$ cat src/rtl/qspi_flash_responder.sv
// qspi_flash_responder: target side of the quad-SPI read link.
// Decodes command/address/mode/dummy phases clocked in by the initiator and
// streams little-endian words from a backing word memory onto the data lines,
// with a one-word prefetch buffer and a sticky underrun flag.
// Optional feature: define QSPI_RESP_SINGLE_READ_EN to also accept command 0x03
// (single-line read, data on qspi_io_i[1]).
module qspi_flash_responder #(
    parameter int ADDR_W       = 24,
    parameter int DUMMY_CYCLES = 4
) (
    input  logic              clk,
    input  logic              rst,
    input  logic              qspi_ck_o,
    input  logic              qspi_cs_o,
    input  logic [3:0]        qspi_io_o,
    output logic [3:0]        qspi_io_i,
    output logic              qspi_oe,
    output logic              mem_req,
    output logic [ADDR_W-3:0] mem_addr,
    input  logic [31:0]       mem_rdata,
    input  logic              mem_rvalid,
    output logic              busy,
    output logic              err_underrun
);

    localparam int CNT_W    = 8;
    localparam int ADDR_NIB = ADDR_W / 4;
    localparam logic [CNT_W-1:0]  CNT_ONE = {{(CNT_W-1){1'b0}}, 1'b1};
    localparam logic [ADDR_W-3:0] IDX_ONE = {{(ADDR_W-3){1'b0}}, 1'b1};

    typedef enum logic [2:0] {
        S_IDLE, S_CMD, S_ADDR, S_MODE, S_DUMMY, S_DATA, S_IGNORE
    } state_t;

    // ---------------- synchronisers ----------------
    logic [2:0] ck_sync_q;
    logic [1:0] cs_sync_q;
    logic [3:0] io_s1_q, io_s2_q;

    // two-flop synchronisers; third ck flop gives the edge detector its history
    always_ff @(posedge clk) begin
        if (rst) begin
            ck_sync_q <= 3'b000;
            cs_sync_q <= 2'b11;
            io_s1_q   <= 4'h0;
            io_s2_q   <= 4'h0;
        end else begin
            ck_sync_q <= {ck_sync_q[1:0], qspi_ck_o};
            cs_sync_q <= {cs_sync_q[0], qspi_cs_o};
            io_s1_q   <= qspi_io_o;
            io_s2_q   <= io_s1_q;
        end
    end

    logic sck_rise, sck_fall, cs_act;
    logic [3:0] io_s;
    assign sck_rise = ck_sync_q[1] & ~ck_sync_q[2];
    assign sck_fall = ~ck_sync_q[1] & ck_sync_q[2];
    assign cs_act   = ~cs_sync_q[1];
    assign io_s     = io_s2_q;

    // ---------------- state ----------------
    state_t            state_q, state_d;
    logic [CNT_W-1:0]  cnt_q, cnt_d;
    logic [ADDR_W-1:0] sh_q, sh_d;        // command / address shift register
    logic              single_q, single_d;
    logic [31:0]       word_q, word_d;    // word currently being shifted out
    logic              word_vld_q, word_vld_d;
    logic [4:0]        pos_q, pos_d;      // nibble (quad) or bit (single) index in word
    logic [ADDR_W-3:0] widx_q, widx_d;    // next word index to fetch
    logic [31:0]       pf_q, pf_d;        // one-word prefetch buffer
    logic              pf_vld_q, pf_vld_d;
    logic              pend_q, pend_d;    // memory request outstanding
    logic              drop_q, drop_d;    // outstanding response belongs to an aborted read
    logic [3:0]        io_q, io_d;
    logic              oe_q, oe_d;
    logic              req_q, req_d;
    logic [ADDR_W-3:0] maddr_q, maddr_d;
    logic              busy_q, busy_d;
    logic              err_q, err_d;

    // output value for a word position: quad = byte high nibble first,
    // single = byte MSB first on io[1]; bytes little-endian in both modes
    function automatic logic [3:0] pick(input logic [31:0] w, input logic [4:0] p,
                                        input logic single);
        logic [7:0] b;
        if (single) begin
            b = w[{p[4:3], 3'b000} +: 8];
            return {2'b00, b[3'd7 - p[2:0]], 1'b0};
        end
        b = w[{p[2:1], 3'b000} +: 8];
        return p[0] ? b[3:0] : b[7:4];
    endfunction

    logic              reload, issue, rsp_ok;
    logic [7:0]        cmd_byte;
    logic [ADDR_W-3:0] first_idx;
    logic [CNT_W-1:0]  dummy_tgt;
    logic [4:0]        last_pos;

    // next-state: phase decode, data streaming, prefetch and CS abort handling
    always_comb begin
        state_d    = state_q;
        cnt_d      = cnt_q;
        sh_d       = sh_q;
        single_d   = single_q;
        word_d     = word_q;
        word_vld_d = word_vld_q;
        pos_d      = pos_q;
        widx_d     = widx_q;
        pf_d       = pf_q;
        pf_vld_d   = pf_vld_q;
        pend_d     = pend_q;
        drop_d     = drop_q;
        req_d      = 1'b0;
        maddr_d    = maddr_q;
        err_d      = err_q;
        reload     = 1'b0;
        issue      = 1'b0;
        cmd_byte   = {sh_q[6:0], io_s[0]};
        first_idx  = '0;
        dummy_tgt  = single_q ? '0 : CNT_W'(DUMMY_CYCLES);
        last_pos   = single_q ? 5'd31 : 5'd7;

        // responses from an aborted read are swallowed here
        rsp_ok = mem_rvalid & ~drop_q;
        if (mem_rvalid) begin
            pend_d = 1'b0;
            drop_d = 1'b0;
        end

        case (state_q)
            S_IDLE: begin
                if (cs_act) begin
                    state_d  = S_CMD;
                    cnt_d    = '0;
                    err_d    = 1'b0;
                    single_d = 1'b0;
                end
            end
            S_CMD: begin
                if (sck_rise) begin
                    sh_d  = {sh_q[ADDR_W-2:0], io_s[0]};
                    cnt_d = cnt_q + CNT_ONE;
                    if (cnt_q == CNT_W'(7)) begin
                        cnt_d = '0;
                        if (cmd_byte == 8'hEB) begin
                            state_d = S_ADDR;
`ifdef QSPI_RESP_SINGLE_READ_EN
                        end else if (cmd_byte == 8'h03) begin
                            state_d  = S_ADDR;
                            single_d = 1'b1;
`endif
                        end else begin
                            state_d = S_IGNORE;
                        end
                    end
                end
            end
            S_ADDR: begin
                if (sck_rise) begin
                    sh_d  = single_q ? {sh_q[ADDR_W-2:0], io_s[0]}
                                     : {sh_q[ADDR_W-5:0], io_s};
                    cnt_d = cnt_q + CNT_ONE;
                    if (cnt_q == (single_q ? CNT_W'(ADDR_W-1) : CNT_W'(ADDR_NIB-1))) begin
                        cnt_d     = '0;
                        state_d   = single_q ? S_DUMMY : S_MODE;
                        // first word fetched while mode/dummy cycles go by
                        first_idx = sh_d[ADDR_W-1:2];
                        req_d     = 1'b1;
                        maddr_d   = first_idx;
                        widx_d    = first_idx + IDX_ONE;
                        pend_d    = 1'b1;
                        pf_vld_d  = 1'b0;
                    end
                end
            end
            S_MODE: begin
                if (sck_rise) begin
                    cnt_d = cnt_q + CNT_ONE;
                    if (cnt_q == CNT_W'(1)) begin
                        cnt_d   = '0;
                        state_d = S_DUMMY;
                    end
                end
            end
            S_DUMMY: begin
                if (sck_rise && cnt_q < dummy_tgt)
                    cnt_d = cnt_q + CNT_ONE;
                // data starts on the fall that closes the last dummy cycle
                if (sck_fall && cnt_q == dummy_tgt) begin
                    state_d = S_DATA;
                    pos_d   = single_q ? {sh_q[1:0], 3'b000} : {2'b00, sh_q[1:0], 1'b0};
                    reload  = 1'b1;
                end
            end
            S_DATA: begin
                if (sck_fall) begin
                    if (pos_q == last_pos) begin
                        pos_d  = '0;
                        reload = 1'b1;
                    end else begin
                        pos_d = pos_q + 5'd1;
                    end
                end
            end
            default: ;  // S_IGNORE: wait for CS to go away
        endcase

        // word handoff: reload from prefetch, late load after underrun, or fill prefetch
        if (reload) begin
            if (pf_vld_q || rsp_ok) begin
                word_d     = pf_vld_q ? pf_q : mem_rdata;
                word_vld_d = 1'b1;
                pf_vld_d   = 1'b0;
                issue      = 1'b1;
            end else begin
                word_vld_d = 1'b0;
                err_d      = 1'b1;
            end
        end else if (rsp_ok && state_q == S_DATA && !word_vld_q) begin
            // late word keeps the current position; no catching up
            word_d     = mem_rdata;
            word_vld_d = 1'b1;
            issue      = 1'b1;
        end else if (rsp_ok && state_q != S_IDLE) begin
            pf_d     = mem_rdata;
            pf_vld_d = 1'b1;
        end

        if (issue) begin
            req_d   = 1'b1;
            maddr_d = widx_q;
            widx_d  = widx_q + IDX_ONE;
            pend_d  = 1'b1;
        end

        // CS released: abandon everything, remember to discard an in-flight response
        if (!cs_act && state_q != S_IDLE) begin
            state_d    = S_IDLE;
            pf_vld_d   = 1'b0;
            word_vld_d = 1'b0;
            req_d      = 1'b0;
            maddr_d    = maddr_q;
            pend_d     = 1'b0;
            drop_d     = pend_q & ~mem_rvalid;
        end

        io_d   = (state_d == S_DATA && word_vld_d) ? pick(word_d, pos_d, single_q) : 4'h0;
        oe_d   = (state_d == S_DATA);
        busy_d = (state_d != S_IDLE);
    end

    // state and registered outputs
    always_ff @(posedge clk) begin
        if (rst) begin
            state_q    <= S_IDLE;
            cnt_q      <= '0;
            sh_q       <= '0;
            single_q   <= 1'b0;
            word_q     <= '0;
            word_vld_q <= 1'b0;
            pos_q      <= '0;
            widx_q     <= '0;
            pf_q       <= '0;
            pf_vld_q   <= 1'b0;
            pend_q     <= 1'b0;
            drop_q     <= 1'b0;
            io_q       <= 4'h0;
            oe_q       <= 1'b0;
            req_q      <= 1'b0;
            maddr_q    <= '0;
            busy_q     <= 1'b0;
            err_q      <= 1'b0;
        end else begin
            state_q    <= state_d;
            cnt_q      <= cnt_d;
            sh_q       <= sh_d;
            single_q   <= single_d;
            word_q     <= word_d;
            word_vld_q <= word_vld_d;
            pos_q      <= pos_d;
            widx_q     <= widx_d;
            pf_q       <= pf_d;
            pf_vld_q   <= pf_vld_d;
            pend_q     <= pend_d;
            drop_q     <= drop_d;
            io_q       <= io_d;
            oe_q       <= oe_d;
            req_q      <= req_d;
            maddr_q    <= maddr_d;
            busy_q     <= busy_d;
            err_q      <= err_d;
        end
    end

    assign qspi_io_i    = io_q;
    assign qspi_oe      = oe_q;
    assign mem_req      = req_q;
    assign mem_addr     = maddr_q;
    assign busy         = busy_q;
    assign err_underrun = err_q;

endmodule

$ cat config.mk
export PLATFORM = sky130hd
export DESIGN_NAME = qspi_flash_responder
export DESIGN_NICKNAME = d
export VERILOG_FILES = /design/src/rtl/qspi_flash_responder.sv
export SDC_FILE = /design/constraint.sdc
export NUM_CORES = 1
export LEC_CHECK = 0
export ABC_CLOCK_PERIOD_IN_PS = 7300
export BUFFER_PORTS_ARGS = -buffer_cell sky130_fd_sc_hd__buf_2
export CELL_PAD_IN_SITES_DETAIL_PLACEMENT = 1
export CELL_PAD_IN_SITES_GLOBAL_PLACEMENT = 1
export CORE_MARGIN = 8
export CORE_UTILIZATION = 30
export CTS_BUF_LIST = sky130_fd_sc_hd__clkbuf_4 sky130_fd_sc_hd__clkbuf_8
export DETAILED_ROUTE_END_ITERATION = 7
export GPL_TIMING_DRIVEN = 0
export PLACE_DENSITY = 0.61
export SYNTH_ARGS = -nofsm -noshare
export SYNTH_HDL_FRONTEND = slang
export SYNTH_SLANG_ARGS = --single-unit
$ cat constraint.sdc
create_clock -name clk -period 7.3 [get_ports clk]
set_input_delay 0.73 -clock clk [delete_from_list [all_inputs] [get_ports clk]]
set_output_delay 0.73 -clock clk [all_outputs]
set_load 0.01 [all_outputs]
# Word level (Yosys, flattened, before mapping)

Cells that the tools add are included.

Register bits: 169
Bits in latches: 0
RAM bits: 0
Bits in read-only memories: 0
Memories: 0

Add/subtract/negate cells: 4
$mul: 0
Divide/modulo/power cells: 0
Magnitude comparators: 1
Equality and inequality tests: 19
Shift-type cells: 1
Multiplexer cells: 72
Bitwise operators: 12
Reduce and logical (&&, ||, !) cells: 27

Operators by type and width:

| kind                                                                 | count |
|---|---|
| 22-bit 2-to-1 mux                                                    | 8 |
| 32-bit 2-to-1 mux                                                    | 4 |
| 8-bit 2-to-1 mux                                                     | 8 |
| 22-bit by 1-bit adder with 22-bit output, second input constant      | 2 |
| 20-bit 2-to-1 mux                                                    | 2 |
| 20-bit one-hot mux with 2 select lines                               | 1 |
| 8-bit one-hot mux with 5 select lines                                | 1 |
| 32-bit by 6-bit indexed part select with 8-bit output                | 1 |
| 1-bit 2-to-1 mux                                                     | 31 |
| 3-bit 2-to-1 mux                                                     | 10 |
| 8-bit by 3-bit == test with 1-bit output, second input constant      | 3 |
| 5-bit 2-to-1 mux                                                     | 3 |
| 3-bit one-hot mux with 5 select lines                                | 1 |
| 2-bit != test, second input constant                                 | 7 |
| 3-bit AND reduction                                                  | 4 |
| 2-bit nonzero test                                                   | 6 |
| 5-bit one-hot mux with 2 select lines                                | 1 |
| 3-bit == test, second input constant                                 | 3 |
| 8-bit by 1-bit adder with 8-bit output, second input constant        | 1 |
| 8-bit by 1-bit == test with 1-bit output, second input constant      | 1 |
| 8-bit == test, second input constant                                 | 1 |
| 8-bit by 3-bit < comparator with 1-bit output, second input constant | 1 |
| 1-bit NOT                                                            | 8 |
| 1-bit logical AND                                                    | 7 |
| other kinds (15)                                                     | 21 |

# Depth between registers and ports, before layout

Gate-level depths: netlist (run 1).

Depth in word-level cells: 10
Mapped depth: 12
Gate-level depth less buffers: 9

# Worst setup path before layout (run 1)

OpenSTA, ideal clock, no wires.

Path kind: input-to-reg
Start point: in mem_rvalid
End point: reg io_q[1] (netlist: qspi_io_i[1])
Library setup time: 0.130 ns
Arrival time: 2.342 ns
Slack: 4.828 ns
Cell stages on the path: 8
Buffers on the path: 1
Path through: nor3b_1 nand2_1 buf_2 mux2_2 o21ai_0 nor3_1 o41ai_1 a21oi_1

Word-level cells in the longest chain between the ends: 9
Elaborated cells on any way between the ends: 16
Classes of those cells: 1 x shift; 8 x mux; 2 x bitwise; 5 x reduce/logical

Ends and longest elaborated chain:

| what                                                      | RTL line | text |
|---|---|---|
| from (decl)                                               | 21       | `input logic mem_rvalid,` |
| 1-bit AND (*)                                             | 126      | `rsp_ok = mem_rvalid & ~drop_q;` |
| branches (longest 8 deep; another with 32-bit 2-to-1 mux) | --       |  |
| to (signal assigned)                                      | 288      | `io_q <= io_d;` |
| to (decl)                                                 | 75       | `logic [3:0] io_q, io_d;` |

Mark *: on every way between the ends.
A chain may end at the register's enable or synchronous reset.

# Worst setup path after layout (run 1)

Start point: reg pos_q[0]
End point: reg maddr_q[17] (netlist: mem_addr[17])

Word-level cells in the longest chain between the ends: 7
Elaborated cells on any way between the ends: 10
Classes of those cells: 1 x eq/ne; 5 x mux; 4 x reduce/logical

Ends and longest elaborated chain:

| what                                         | RTL line | text |
|---|---|---|
| from (decl)                                  | 69       | `logic [4:0] pos_q, pos_d;` |
| from (signal assigned)                       | 282      | `pos_q <= pos_d;` |
| 5-bit by 3-bit == test with 1-bit output (*) | 199      | `if (pos_q == last_pos) begin` |
| 1-bit 2-to-1 mux (*)                         | 199      |  |
| 1-bit 2-to-1 mux (*)                         | 198      | `if (sck_fall) begin` |
| 1-bit one-hot mux with 2 select lines (*)    | 132      | `case (state_q)` |
| 1-bit 2-to-1 mux (*)                         | 211      | `if (reload) begin` |
| 2-bit nonzero test (no line)                 | --       |  |
| 4-bit AND reduction (no line)                | --       |  |
| to (signal assigned)                         | 291      | `maddr_q <= maddr_d;` |
| to (decl)                                    | 78       | `logic [ADDR_W-3:0] maddr_q, maddr_d;` |

Every way passes the cells marked *; elsewhere a longest branch is shown, timed or not.

==> insert_results.sql, run 1 <==
INSERT INTO impl_metrics (metric_group, metric, value, unit) VALUES
('outcome', 'run_status', 'completed', ''),
('route', 'via_per_inst', '5.57', ''),
('finish', 'syn2layout_area_growth', '14.0', '%'),
('clock_network', 'cts.clk_slew.worst_paths', '0.11', 'ns'),
('route', 'route.antenna.remaining_nets', '0', ''),
('synthesis', 'synthSimpleGateAreaFrac', '27.1', '%'),
('hold_path', 'holdCritPathClass', 'in -> reg', ''),
('clock_network', 'cts_max_level', '4', ''),
('run', 'drv_cap', '0', ''),
('timing', 'setup_viol', '0', ''),
('clock_network', 'clk-insertion-delay-late', '0.49', 'ns'),
('route', 'residual_drc_count', '0', ''),
('timing', 'max_clock_freq', '0.299', 'GHz'),
('power', 'ir_worst_vdd', '0.0000927', 'V'),
('timing', 'rsz0062_at_grt', 'false', ''),
('floorplan', 'die-height', '190', 'um'),
('synthesis', 'asyncSetResetFlopFracSynth', '0', '%'),
('clock_network', 'ctsHoldBuffers', '0', ''),
('synthesis', 'synth_compound_area_share', '21.2', '%'),
('setup_path', 'worst_ep_required_time', '7.70', 'ns'),
('timing', 'final_hold_viol_count', '0', ''),
('clock_network', 'postCtsResizedCells', '0', ''),
('finish', 'drive_above_1_share', '15.6', '%'),
('clock_network', 'tritoncts.num_buffers', '17', ''),
('synthesis', 'most_instantiated_library_cell_after_synthesis', 'sky130_fd_sc_hd__nand2_1', ''),
('timing', 'max_slew.worst_pin.slew', '1.01', 'ns'),
('synthesis', 'most_frequently_used_flop_master_after_synthesis', 'sky130_fd_sc_hd__dfxtp_1', ''),
('power', 'p_per_area', '175', 'nW/um2'),
('timing', 'layout_min_cycle_time', '3.35', 'ns'),
('setup_path', 'critical_path.max_fanout', '10', ''),
('route', 'routed_wirelength', '35700', 'um'),
('placement', 'hpwl', '26000', 'um'),
('synthesis', 'synth_edf_count', '0', ''),
('placement', 'placement.io_buffers', '70', ''),
('global_routing', 'globalRouteOverflowTotal', '0', ''),
('finish', 'number_of_diodes_added_for_antenna_fixing', '0', ''),
('synthesis', 'multiplexer_share_of_the_synthesized_area', '8.46', '%'),
('clock_network', 'clk_root_buffer_cell', 'sky130_fd_sc_hd__clkbuf_8', ''),
('synthesis', 'ys_ff_latch', '169', ''),
('synthesis', 'ys_types', '81', ''),
('timing', 'slew_headroom', '32.8', '%'),
('floorplan', 'floorplan.die.width', '190', 'um'),
('global_routing', 'antenna_violations_before_repair', '0', ''),
('placement', 'globalplace.congestion', '0.851', ''),
('global_routing', 'grt_pass1_wl', '55900', 'um'),
('clock_network', 'tritoncts_num_sinks', '169', ''),
('floorplan', 'core_area', '29800', 'um2'),
('timing', 'final_max_tran_viols', '0', ''),
('setup_path', 'timing_worst_setup_path_type', 'reg -> reg', ''),
('setup_path', 'worst_setup_path_start_kind', 'flop', ''),
('clock_network', 'cts-root-to-sink-buffers', '2', ''),
('synthesis', 'synth_top_family_by_area', 'simple AND/OR/NAND/NOR gates', ''),
('finish', 'final_net_count', '1279', ''),
('route', 'detailedRoute.firstPassIterationCount', '4', ''),
('synthesis', 'syn-mean-instance-area', '7.95', 'um2'),
('synthesis', 'ys_warn_count', '0', ''),
('route', 'drt-wirelength-per-cell', '21.8', 'um'),
('synthesis', 'postSynthNetCount', '1190', ''),
('global_routing', 'grt.total_usage', '19.8', '%'),
('synthesis', 'post_synth_instance_area', '9110', 'um2'),
('synthesis', 'adder_cell_fraction_of_synth_area', '0.550', '%'),
('setup_path', 'critical_path_arrival', '3.75', 'ns'),
('synthesis', 'post_synthesis_cell_count', '1145', ''),
('synthesis', 'synth_top_area_share', '37.2', '%'),
('global_routing', 'first_global_vias', '9362', ''),
('timing', 'post-route-period-util', '45.9', '%'),
('timing', 'clock-skew-final', '0.0154', 'ns'),
('synthesis', 'xor_xnor_portion_of_the_synthesized_cell_area', '0.673', '%'),
('floorplan', 'initial_core_util', '30.6', '%'),
('route', 'detailed_route_via_count', '9116', ''),
('global_routing', 'pin_count_of_the_biggest_net_entering_global_routing', '18', '');
-- sequential cells by signal (all words and copies together), names as in the netlist, 2 cells and up --
| name | cells |
|---|---|
| io_s | 4 |
| sh_q | 20 |
| io_s1_q | 4 |
| cs_sync_q | 2 |
| word_q | 32 |
| ck_sync_q | 3 |
| qspi_io_i | 4 |
| state_q | 3 |
| widx_q | 22 |
| cnt_q | 8 |
| mem_addr | 22 |
| pf_q | 32 |
| pos_q | 5 |
-- per-stage QoR --
stage                     instance area [um2]  instances  setup slack [ns]  power [mW]
final                                   10400       1637              3.95        1.82
after global routing                    10400       1637              3.67        1.89
after CTS                               10400       1637              3.92        1.84
after detailed placement                 9940       1605              3.71        1.07
after global placement                   9940       1605              3.78        1.06
after floorplan                          9110       1145              4.83        1.01
-- per-layer routing --
metal  vias to the layer above  GRT usage, %  part of all wire, %
met2                       171          33.0                   48
met3                        46          2.82                  3.4
met1                      4570          26.3                   47
met5                         -             0                    0
met4                         0          5.61                  2.0
li1                       4329             -                    -
-- power by group --
part           switching [mW]  internal [mW]  total [mW]
Combinational          0.0734         0.0325       0.106
Sequential            0.00607          0.931       0.937
Clock                   0.422          0.353       0.775
Total                   0.501           1.32        1.82
-- cell usage in the layout, fill, tap and decap left out, types with 8 or more instances in the layout --
cell type / netlist / routed
sky130_fd_sc_hd__o221ai_1: 19 / 19
sky130_fd_sc_hd__nand2_1: 188 / 188
sky130_fd_sc_hd__nand4_1: 13 / 13
sky130_fd_sc_hd__and4_1: 8 / 8
sky130_fd_sc_hd__a211oi_1: 43 / 43
sky130_fd_sc_hd__nor4_1: 9 / 9
sky130_fd_sc_hd__clkbuf_8: 0 / 17
sky130_fd_sc_hd__buf_2: 28 / 98
sky130_fd_sc_hd__dfxtp_1: 169 / 169
sky130_fd_sc_hd__a31oi_1: 16 / 16
sky130_fd_sc_hd__nor2b_1: 22 / 22
sky130_fd_sc_hd__o21ai_0: 45 / 45
sky130_fd_sc_hd__nand3_1: 31 / 31
sky130_fd_sc_hd__or3_1: 8 / 8
sky130_fd_sc_hd__inv_1: 11 / 11
sky130_fd_sc_hd__a21oi_1: 88 / 88
sky130_fd_sc_hd__nor2_1: 113 / 113
sky130_fd_sc_hd__and3_1: 18 / 18
sky130_fd_sc_hd__or2_2: 8 / 8
sky130_fd_sc_hd__a311oi_1: 25 / 25
sky130_fd_sc_hd__nor3_1: 21 / 21
sky130_fd_sc_hd__mux2_2: 24 / 24
sky130_fd_sc_hd__clkbuf_1: 60 / 60
sky130_fd_sc_hd__mux2i_1: 50 / 50
-- layout make-up --
class / count / area (um2)
Inverter: 11 / 41.3
Buffer: 95 / 399
Tap cell: 390 / 488
Fill cell: 3679 / 19400
Clock buffer: 17 / 234
Clock inverter: 15 / 203
Multi-Input combinational cell: 870 / 5280
Timing Repair Buffer: 70 / 350
Sequential cell: 169 / 3380
-- kinds of logic after synthesis --
logic type	Yosys count
AO/OA/AOI/OAI	288
XOR/XNOR	7
adder cells (fa/ha/maj)	4
buffers and inverters	106
flip-flops	169
multiplexers	74
AND/OR/NAND/NOR	497
-- worst max-delay path: stages (launching register included) --
cell and delay, ns:
sky130_fd_sc_hd__dfxtp_1 0.35, sky130_fd_sc_hd__ha_1 0.25, sky130_fd_sc_hd__and4bb_2 0.27, sky130_fd_sc_hd__nand3_1 0.35
sky130_fd_sc_hd__nand3_1 0.45, sky130_fd_sc_hd__nand2_1 0.29, sky130_fd_sc_hd__buf_2 0.36, sky130_fd_sc_hd__clkbuf_1 0.53
sky130_fd_sc_hd__nand2_1 0.11, sky130_fd_sc_hd__a311oi_1 0.30
-- path summary, 6_finish.rpt --
kind | from | to | slack [ns] | cells after the start
min | qspi_cs_o | cs_sync_q[0] | 0.42 | 2
min reg2reg | cs_sync_q[0] | cs_sync_q[1] | 0.42 | 1
max | pos_q[0] | mem_addr[17] | 3.95 | 9
max reg2reg | pos_q[0] | mem_addr[17] | 3.95 | 9
No activity file was read; power rests on OpenSTA's default activity.
==> run 2: changes to the inputs <==
--- a/config.mk
+++ b/config.mk
@@ -5,7 +5,8 @@
 export SDC_FILE = /design/constraint.sdc
 export NUM_CORES = 1
 export LEC_CHECK = 0
-export ABC_CLOCK_PERIOD_IN_PS = 7300
+export ABC_AREA = 1
+export ABC_CLOCK_PERIOD_IN_PS = 3300
 export BUFFER_PORTS_ARGS = -buffer_cell sky130_fd_sc_hd__buf_2
 export CELL_PAD_IN_SITES_DETAIL_PLACEMENT = 1
 export CELL_PAD_IN_SITES_GLOBAL_PLACEMENT = 1
@@ -14,7 +15,7 @@
 export CTS_BUF_LIST = sky130_fd_sc_hd__clkbuf_4 sky130_fd_sc_hd__clkbuf_8
 export DETAILED_ROUTE_END_ITERATION = 7
 export GPL_TIMING_DRIVEN = 0
-export PLACE_DENSITY = 0.61
+export PLACE_DENSITY = 0.63
 export SYNTH_ARGS = -nofsm -noshare
 export SYNTH_HDL_FRONTEND = slang
 export SYNTH_SLANG_ARGS = --single-unit
==> constraint.sdc (replaced) <==
create_clock -name clk -period 3.3 [get_ports clk]
set_input_delay 0.33 -clock clk [delete_from_list [all_inputs] [get_ports clk]]
set_output_delay 0.33 -clock clk [all_outputs]
set_load 0.01 [all_outputs]
==> insert_results.sql, run 2 <==
INSERT INTO impl_metrics (metric_group, metric, value, unit) VALUES
('outcome', 'run_status', 'completed', ''),
('route', 'detail_route.iter0.violations', '496', ''),
('synthesis', 'post_synthesis_cell_count', '1276', ''),
('setup_path', 'timing_worst_setup_path_type', 'reg -> reg', ''),
('finish', 'area_of_the_multi_input_gates', '4430', 'um2'),
('clock_network', 'post-cts-setup-buffer-count', '0', ''),
('timing', 'setup_viol', '0', ''),
('setup_path', 'worst_reg_to_reg_setup_slack', '0.19', 'ns'),
('finish', 'final_cell_mix', 'sky130_fd_sc_hd__nand2_1 (280), sky130_fd_sc_hd__dfxtp_1 (169), sky130_fd_sc_hd__nor2_1 (136), sky130_fd_sc_hd__o21ai_0 (135), sky130_fd_sc_hd__inv_1 (131)', ''),
('finish', 'final_net_count', '1409', ''),
('route', 'route.layer.met1.wl', '15400', 'um'),
('finish', 'finish.instance_area', '9850', 'um2'),
('timing', 'rsz0062_at_grt', 'false', ''),
('finish', 'syn2layout_area_growth', '14.1', '%'),
('timing', 'hold_slack', '0.0435', 'ns'),
('power', 'switching_share', '29.4', '%'),
('timing', 'max_slew.worst_pin.slew', '0.840', 'ns'),
('synthesis', 'leading_post_synthesis_cells_by_instance_count', 'sky130_fd_sc_hd__nand2_1 (280), sky130_fd_sc_hd__dfxtp_1 (169), sky130_fd_sc_hd__nor2_1 (136)', ''),
('finish', 'drive_above_1_share', '11.8', '%'),
('floorplan', 'initial_core_util', '30.2', '%'),
('timing', 'post-route-period-util', '94.3', '%'),
('clock_network', 'cts.clk_slew.worst_paths', '0.10', 'ns'),
('power', 'total_power', '3.87', 'mW'),
('synthesis', 'synth_top_area_share', '39.2', '%'),
('setup_path', 'rr_startpoint', 'cnt_q[6]', ''),
('run', 'drv_cap', '0', ''),
('route', 'via_per_inst', '5.04', ''),
('synthesis', 'ys_warn_count', '0', ''),
('hold_path', 'holdCritPathClass', 'in -> reg', ''),
('timing', 'slew_headroom', '44.0', '%'),
('synthesis', 'synthDominantAreaCellType', 'sky130_fd_sc_hd__dfxtp_1', ''),
('synthesis', 'ys_types', '40', ''),
('global_routing', 'first_global_vias', '9116', ''),
('synthesis', 'most_instantiated_library_cell_after_synthesis', 'sky130_fd_sc_hd__nand2_1', ''),
('timing', 'layout_min_cycle_time', '3.11', 'ns'),
('synthesis', 'ys_ff_latch', '169', ''),
('finish', 'most_common_library_cell_in_the_layout_ignoring_fill_and_taps', 'sky130_fd_sc_hd__nand2_1', ''),
('hold_path', 'hold_path_depth', '2', ''),
('power', 'clock_power_share', '39.9', '%'),
('clock_network', 'cts-root-to-sink-buffers', '2', ''),
('placement', 'hpwl', '24100', 'um'),
('route', 'residual_drc_count', '0', ''),
('clock_network', 'clk_root_buffer_cell', 'sky130_fd_sc_hd__clkbuf_8', ''),
('route', 'route.antenna.remaining_nets', '0', ''),
('route', 'routed_wirelength', '32500', 'um'),
('clock_network', 'ctsHoldBuffers', '0', ''),
('timing', 'setup_ws', '0.188', 'ns'),
('power', 'internal_power', '2.73', 'mW'),
('timing', 'final_max_tran_viols', '0', ''),
('power', 'p_comb_share', '6.2', '%'),
('power', 'power.switching', '1.14', 'mW'),
('global_routing', 'pin_count_of_the_biggest_net_entering_global_routing', '18', ''),
('power', 'ir_worst_vdd', '0.000186', 'V'),
('route', 'wl_met3', '1020', 'um'),
('clock_network', 'tritoncts_num_sinks', '169', ''),
('floorplan', 'core.rowCount', '62', ''),
('global_routing', 'grt_pass1_wl', '51000', 'um'),
('route', 'top_layer', 'met5', ''),
('floorplan', 'core_area', '28500', 'um2'),
('setup_path', 'critical_path_arrival', '3.51', 'ns'),
('synthesis', 'asyncSetResetFlopFracSynth', '0', '%'),
('setup_path', 'worst_ep_required_time', '3.70', 'ns'),
('finish', 'fillers', '3711', ''),
('setup_path', 'ff2ff_path_depth', '12', ''),
('power', 'static-leakage-power', '4.17', 'nW'),
('clock_network', 'postCtsResizedCells', '0', ''),
('setup_path', 'crit_path_cell_trace', 'inv_2, nand2_1, nor2_2, inv_1, nor3_1, nand3_1, nand2_1, inv_1, nor2_2, clkbuf_1, o21ai_0, a21oi_1', ''),
('clock_network', 'cts_max_level', '4', ''),
('global_routing', 'globalRouteOverflowTotal', '0', ''),
('setup_path', 'critical-path-max-stage-delay', '0.44', 'ns'),
('floorplan', 'io_pins', '71', ''),
('clock_network', 'tritoncts.num_buffers', '17', ''),
('route', 'detailed_route_via_count', '8870', ''),
('synthesis', 'postSynthNetCount', '1321', ''),
('synthesis', 'synth.area.top_cells', 'sky130_fd_sc_hd__dfxtp_1 (39%), sky130_fd_sc_hd__nand2_1 (12%), sky130_fd_sc_hd__o21ai_0 (7.8%)', ''),
('setup_path', 'kind_of_capture_point_of_the_worst_setup_path', 'flop', ''),
('synthesis', 'post_synth_instance_area', '8630', 'um2'),
('route', 'detailedRoute.firstPassIterationCount', '4', ''),
('synthesis', 'syn-mean-instance-area', '6.76', 'um2'),
('clock_network', 'tritoncts', 'done', ''),
('route', 'met2RoutedLength', '15300', 'um'),
('synthesis', 'synth_edf_count', '0', ''),
('floorplan', 'design.die.area', '34400', 'um2'),
('finish', 'final_core_utilization', '34.5', '%'),
('placement', 'worst_setup_slack_before_clock_tree_synthesis', '0.127', 'ns'),
('timing', 'final_hold_viol_count', '0', ''),
('placement', 'placement.io_buffers', '69', ''),
('global_routing', 'grt.total_usage', '19.1', '%'),
('setup_path', 'critical_path.slowest_cell', 'sky130_fd_sc_hd__nor2_2', ''),
('power', 'p_per_area', '393', 'nW/um2'),
('route', 'drt-wirelength-per-cell', '18.5', 'um'),
('finish', 'finalNonFillerCells', '1761', ''),
('global_routing', 'antenna_violations_before_repair', '2', ''),
('hold_path', 'worst_hold_startpoint', 'qspi_cs_o', ''),
('synthesis', 'synth_seq_area_share', '39.2', '%'),
('timing', 'clock-skew-final', '0.0204', 'ns'),
('clock_network', 'clk-insertion-delay-late', '0.48', 'ns'),
('setup_path', 'worst_setup_path_start_kind', 'flop', ''),
('hold_path', 'hold_path_end', 'cs_sync_q[0]', ''),
('timing', 'setup_total_negative_slack', '0', 'ns'),
('setup_path', 'crit-reg2reg-capture', 'mem_addr[10]', ''),
('placement', 'dpl_cell_area', '9460', 'um2'),
('setup_path', 'critical_path.max_fanout', '10', ''),
('power', 'seq_power_share', '53.9', '%'),
('finish', 'reg_top3', 'pf_q x32, word_q x32', ''),
('timing', 'max_clock_freq', '0.321', 'GHz'),
('placement', 'place.detailed.instances', '1729', ''),
('finish', 'seqCellArea', '3380', 'um2'),
('finish', 'number_of_diodes_added_for_antenna_fixing', '0', ''),
('placement', 'globalplace.congestion', '0.846', ''),
('floorplan', 'die-height', '186', 'um'),
('synthesis', 'most_frequently_used_flop_master_after_synthesis', 'sky130_fd_sc_hd__dfxtp_1', ''),
('floorplan', 'floorplan.die.width', '186', 'um');
-- run 2: cell count changes after synthesis, moves of 25 or more --
cell / before / now
sky130_fd_sc_hd__a211oi_1: 43 / 10
sky130_fd_sc_hd__a311oi_1: 25 / 0
sky130_fd_sc_hd__inv_1: 11 / 131
sky130_fd_sc_hd__mux2i_1: 50 / 0
sky130_fd_sc_hd__nand2_1: 188 / 280
sky130_fd_sc_hd__nand3_1: 31 / 92
sky130_fd_sc_hd__o21ai_0: 45 / 135
-- run 2: metal layers --
layer,up-vias,track usage (%)
met3,46,2.36
met4,2,7.02
li1,4370,-
met2,161,32.2
met5,-,0
met1,4291,24.8
-- run 2: worst max-delay path by stage --
stage	start	to	slack [ns]
floorplan	cnt_q[0]	widx_q[10]	1.08
global placement	cnt_q[6]	mem_addr[21]	0.21
global route	cnt_q[6]	mem_addr[10]	0.003
CTS	cnt_q[6]	mem_addr[21]	0.1
detailed placement	cnt_q[6]	mem_addr[21]	0.13
finish	cnt_q[6]	mem_addr[10]	0.19
-- run 2: layout make-up --
cell class                      count  area share, %
Multi-Input combinational cell    897           45.0
Buffer                             70           2.96
Inverter                          140           5.34
Clock inverter                     13           1.32
Tap cell                          384           4.88
Timing Repair Buffer               69           3.51
Clock buffer                       19           2.66
Sequential cell                   169           34.4
-- run 2: power groups by stage --
stage                     combinational (mW)  sequential, mW  clock, mW
after floorplan                        0.128            2.12          0
after global placement                 0.237            2.13          0
after detailed placement               0.240            2.13          0
after CTS                              0.241            2.08       1.59
after global routing                   0.266            2.09       1.66
final                                  0.240            2.08       1.54
-- run 2: logic make-up after synthesis --
| kind of cell | share of synthesized area (%) |
|---|---|
| DFF | 39.2 |
| xor gates and xnor gates | 0.507 |
| buffers and inverters | 9.45 |
| AOI/OAI and AO/OA | 19.5 |
| adders and majority gates | 0.580 |
| muxes | 0.130 |
| and+or+nand+nor | 30.6 |
-- run 2: critical path, delay by kind of cell (launching register included) --
family,cells,cell delay [ns]
buf+inv,4,0.83
flops,1,0.35
simple gates,6,1.53
compound gates,2,0.33
